===== config.mk =====
export PLATFORM = sky130hd
export DESIGN_NAME = if_id_queue
export DESIGN_NICKNAME = d
export VERILOG_FILES = /design/src/rtl/fetch_pkg.sv /design/src/rtl/if_id_queue.sv
export SDC_FILE = /design/constraint.sdc
export NUM_CORES = 1
export LEC_CHECK = 0
export ABC_AREA = 1
export BUFFER_PORTS_ARGS = -buffer_cell sky130_fd_sc_hd__buf_2
export CORE_ASPECT_RATIO = 0.75
export CORE_UTILIZATION = 60
export CTS_CLUSTER_DIAMETER = 50
export DETAILED_ROUTE_END_ITERATION = 10
export HOLD_SLACK_MARGIN = 0.05
export PLACE_DENSITY = 0.82
export SLEW_MARGIN = 20
export SYNTH_ARGS = -nofsm -noshare
export SYNTH_HDL_FRONTEND = slang
export SYNTH_SLANG_ARGS = --single-unit

===== constraint.sdc =====
create_clock -name clk -period 12 [get_ports clk]
set_input_delay 3.6 -clock clk [delete_from_list [all_inputs] [get_ports clk]]
set_output_delay 3.6 -clock clk [all_outputs]
set_load 0.02 [all_outputs]

===== src/rtl/fetch_pkg.sv =====
// Shared fetch-side types and constants.
//   if_id_t          : one fetched instruction {pc, pc_plus4, instr}
//   FQ_DEPTH_DEFAULT : default if_id_queue depth
//   FQ_AF_DEFAULT    : default if_id_queue almost-full threshold
package fetch_pkg;

  typedef struct packed {
    logic [31:0] pc;
    logic [31:0] pc_plus4;
    logic [31:0] instr;
  } if_id_t;

  localparam int FQ_DEPTH_DEFAULT = 4;
  localparam int FQ_AF_DEFAULT    = 3;

endpackage


===== src/rtl/if_id_queue.sv =====
// Decoupling queue between fetch and decode, replacing the IF/ID register.
// Fetch keeps enqueuing while decode stalls; a taken branch flushes all
// buffered entries; occupancy and almost-full let fetch throttle.
// Ports:
//   clk, reset           : clock, synchronous active-high reset
//   enq_valid/ready/data : fetch side (enq_ready = !full)
//   deq_valid/ready/data : decode side, first-word fall-through,
//                          deq_data is all-zero when !deq_valid
//   flush                : taken branch; discards every entry
//   count, almost_full   : occupancy and count >= AF_THRESH
//   overflow_err         : sticky, enqueue attempted while full
module if_id_queue
  import fetch_pkg::*;
#(
  parameter int DEPTH     = FQ_DEPTH_DEFAULT,
  parameter int AF_THRESH = FQ_AF_DEFAULT
) (
  input  logic                       clk,
  input  logic                       reset,
  input  logic                       enq_valid,
  output logic                       enq_ready,
  input  if_id_t                     enq_data,
  output logic                       deq_valid,
  input  logic                       deq_ready,
  output if_id_t                     deq_data,
  input  logic                       flush,
  output logic [$clog2(DEPTH+1)-1:0] count,
  output logic                       almost_full,
  output logic                       overflow_err
);

  localparam int AW = $clog2(DEPTH);
  localparam int CW = $clog2(DEPTH+1);

  // Pointers carry one extra wrap bit so full and empty are distinguishable.
  logic [AW:0]   wr_ptr;
  logic [AW:0]   rd_ptr;
  logic [CW-1:0] count_q;
  logic          ovf_q;
  if_id_t        mem [DEPTH];

  logic full;
  logic empty;
  logic enq_fire;
  logic deq_fire;

  assign full  = (wr_ptr ^ rd_ptr) == {1'b1, {AW{1'b0}}};
  assign empty = (wr_ptr == rd_ptr);

  assign enq_ready = ~full;
  // Flush masks the head immediately so decode never sees a killed entry.
  assign deq_valid = ~empty & ~flush;
  assign deq_data  = deq_valid ? mem[rd_ptr[AW-1:0]] : '0;

  assign enq_fire = enq_valid & ~full & ~flush;
  assign deq_fire = deq_valid & deq_ready;

  assign count        = count_q;
  assign almost_full  = count_q >= CW'(AF_THRESH);
  assign overflow_err = ovf_q;

  always_ff @(posedge clk) begin
    if (reset) begin
      wr_ptr  <= '0;
      rd_ptr  <= '0;
      count_q <= '0;
      ovf_q   <= 1'b0;
    end else if (flush) begin
      rd_ptr  <= wr_ptr;
      count_q <= '0;
    end else begin
      if (enq_fire) wr_ptr <= wr_ptr + 1'b1;
      if (deq_fire) rd_ptr <= rd_ptr + 1'b1;
      unique case ({enq_fire, deq_fire})
        2'b10:   count_q <= count_q + 1'b1;
        2'b01:   count_q <= count_q - 1'b1;
        default: count_q <= count_q;
      endcase
      if (enq_valid & full) ovf_q <= 1'b1;
    end
  end

  // Storage is never reset: entry validity comes from the pointers alone.
  always_ff @(posedge clk) begin
    if (enq_fire) mem[wr_ptr[AW-1:0]] <= enq_data;
  end

endmodule


==> summary.md <==
| Metric | Value |
|---|---|
| Status | `finished, final reports clean` |
| Die Height | `142 um` |
| Fraction of layout cells with a size suffix above 1 | `21.5%` |
| Synth Register Bits | `396` |
| H-tree lvl count | `2` |
| CTS Buffer Depth | `3` |
| Fillers | `1632` |
| Most frequent cells in the layout | `396 x nor2_1, 384 x edfxtp_1, 203 x buf_2, 187 x o21ai_0, 75 x a21oi_1` |
| Sequential fraction of the synthesis area | `75.5%` |
| Worst slew pin tran | `1.07 ns` |
| Peak fanout along the critical path | `55` |
| Top achievable clock speed | `111 MHz` |
| Number of cell rows | `50` |
| Static leakage | `6.46 nW` |
| P per Cell Area | `167 mW/mm^2` |
| Initial Util | `61.8%` |
| Die ar. | `0.0266 mm^2` |
| WS Path Type | `input port to output port` |
| Tmin final | `8.99 ns` |
| GRT Total Usage | `24.1%` |
| Max_slew headroom | `28.6%` |
| Pin count of the biggest net entering global routing | `107` |
| Initial drt markers | `1059` |
| Routed wire length | `32200 um` |
| DRT Pass-1 Iters | `8` |
| Nets | `1522` |
| CTS tree | `done` |
| Max IR drop VDD | `130 uV` |
| Commonest non-fill, non-tap cell in the layout | `nor2_1` |
| Root buffer cell | `clkbuf_16` |
| Post-CTS Setup Inserts | `0` |
| First-pass GRT wire length | `49700 um` |
| Nature of the critical path endpoint | `output port` |
| RSZ-0062 raised after global routing | `false` |
| Power Total | `3.00 mW` |
| Startpoint types | `input port` |
| GRT overflow | `0` |
| Netlist Area Pre-Place | `0.0156 mm^2` |
| Via density | `5.62` |
| Die span in x | `188 um` |
| Final setup TNS | `0 ns` |
| Final hold violations | `0` |
| Via count | `10000` |
| Final ANT Viol Nets | `0` |
| CTS buffer count | `38` |
| Design Area, Final | `0.0180 mm^2` |
| Post-DP Area | `0.0168 mm^2` |
| Mean Syn Cell Area | `12.6 um^2` |
| Core Area | `0.0252 mm^2` |
| Sinks on Clock Net | `396` |
| Final HPWL DP | `17900 um` |
| Vias in the first global route | `9608` |
| Slew Viols, Final | `0` |
| IO buf count | `203` |
| Ys async rst share | `0%` |
| Cells after synthesis | `1233` |
| Worst EP arrival | `5.39 ns` |
| Crit path launch | `flush` |
| Critical R2R Launch | `wr_ptr[0]$_SDFFE_PP0P_` |
| Residual DRC | `0` |
| Worst Hold Class | `register to register` |
| Top Ports | `204` |
| Max capacitance violation total | `0` |
| Clk slew on worst S/H paths | `0.06 ns` |
| Top FF cell, synth | `edfxtp_1` |
| Req. time, crit path | `8.40 ns` |
| Initial antenna violation count | `8` |
| Number of synthesized flops with an enable pin | `384` |
| Routed len/inst | `18.1 um` |
| Worst skew pair latency | `0.51 ns` |
| Final setup fails | `0` |
| Hold path startpoint | `overflow_err$_SDFFE_PP0P_` |
| RD Place Congestion | `0.788` |
| Cts repair resizes | `0` |
| Ys Warns | `0` |
| Max Clock Skew | `0.0141 ns` |
| Crit share post-route | `74.9%` |
| Syn_nets | `1341` |
| Cts hold-fix bufs | `0` |
| Area growth from synthesis to layout | `15.2%` |
| Yosys cell types | `24` |
## critical path: stages
cell,delay [ns]
buf_2,0.15
inv_2,0.10
nand2_4,0.42
buf_4,0.68
a21oi_1,0.10
buf_2,0.20
## worst paths after layout
check	endpoint	slack, ns	cells past startpoint
worst max-delay path	deq_data[0]	3.01	6
worst min-delay path	overflow_err$_SDFFE_PP0P_	0.48	2
worst max register to register	mem[2][49]$_DFFE_PP_	8.78	7
worst min register to register	overflow_err$_SDFFE_PP0P_	0.48	2
## flip-flops by register name, summed over array words and instances (netlist names), named ones only
register and count:
wr_ptr 3, overflow_err 1, rd_ptr 3, mem 384, count 3
## power by group
part / switching [mW] / internal (mW) / leakage, nW
Sequential: 0.0244 / 1.55 / 3.59
Combinational: 0.233 / 0.0969 / 2.33
Clock: 0.478 / 0.619 / 0.545
Total: 0.735 / 2.27 / 6.46
## routing by layer
metal  part of all wire [%]  global-route usage, %  vias up
met5                   0.14                      0        -
met4                    2.1                   8.04        8
met3                    9.4                   5.22       66
met2                     48                   39.2      453
met1                     40                   32.7     4773
li1                       -                      -     4719
## area by class of cell
type | count | area, um^2 | share of cell area (%)
Clock buffer | 46 | 1000 | 5.58
Inverter | 23 | 90.1 | 0.502
Tap cell | 338 | 423 | 2.36
Antenna cell | 4 | 10.0 | 0.0557
Timing Repair Buffer | 214 | 1100 | 6.14
Sequential cell | 396 | 11800 | 65.6
Clock inverter | 20 | 141 | 0.787
Multi-Input combinational cell | 741 | 3410 | 19.0
## cell usage after synthesis (2+ instances only)
| cell | n | area (um^2) |
|---|---|---|
| nor2_1 | 400 | 1500 |
| edfxtp_1 | 384 | 11500 |
| o21ai_0 | 187 | 936 |
| a21oi_1 | 75 | 375 |
| buf_2 | 38 | 190 |
| a21oi_2 | 29 | 254 |
| clkbuf_1 | 28 | 105 |
| nand2_1 | 21 | 78.8 |
| inv_1 | 18 | 67.6 |
| dfxtp_1 | 12 | 240 |
| o21ai_1 | 11 | 55.1 |
| ha_1 | 6 | 75.1 |
| inv_2 | 5 | 18.8 |
| buf_6 | 4 | 45.0 |
| nand3_1 | 3 | 15.0 |
| buf_1 | 2 | 7.51 |
| nand2_2 | 2 | 12.5 |
| xor2_1 | 2 | 17.5 |
## cell families after synthesis
| kind of cell | Yosys count | share of synthesized area, % |
|---|---|---|
| simple gates | 428 | 10.4 |
| flops | 396 | 75.5 |
| compound gates | 303 | 10.4 |
| buf+inv | 96 | 2.83 |
| fa+ha+maj | 7 | 0.610 |
| xor+xnor | 3 | 0.169 |
## through the flow
| step | util, % | cells | hold slack [ns] | worst slack [ns] |
|---|---|---|---|---|
| final | 71.2 | 1782 | 0.476 | 3.01 |
| after global routing | 71.2 | 1779 | 0.517 | 2.88 |
| after CTS | 71.2 | 1778 | 0.473 | 3.05 |
| after detailed placement | 66.6 | 1712 | 0.459 | 3.04 |
| after global placement | 66.6 | 1712 | 0.462 | 3.16 |
| after floorplan | - | 1233 | 0.495 | 3.53 |
Power figures use the tool's default switching activity.
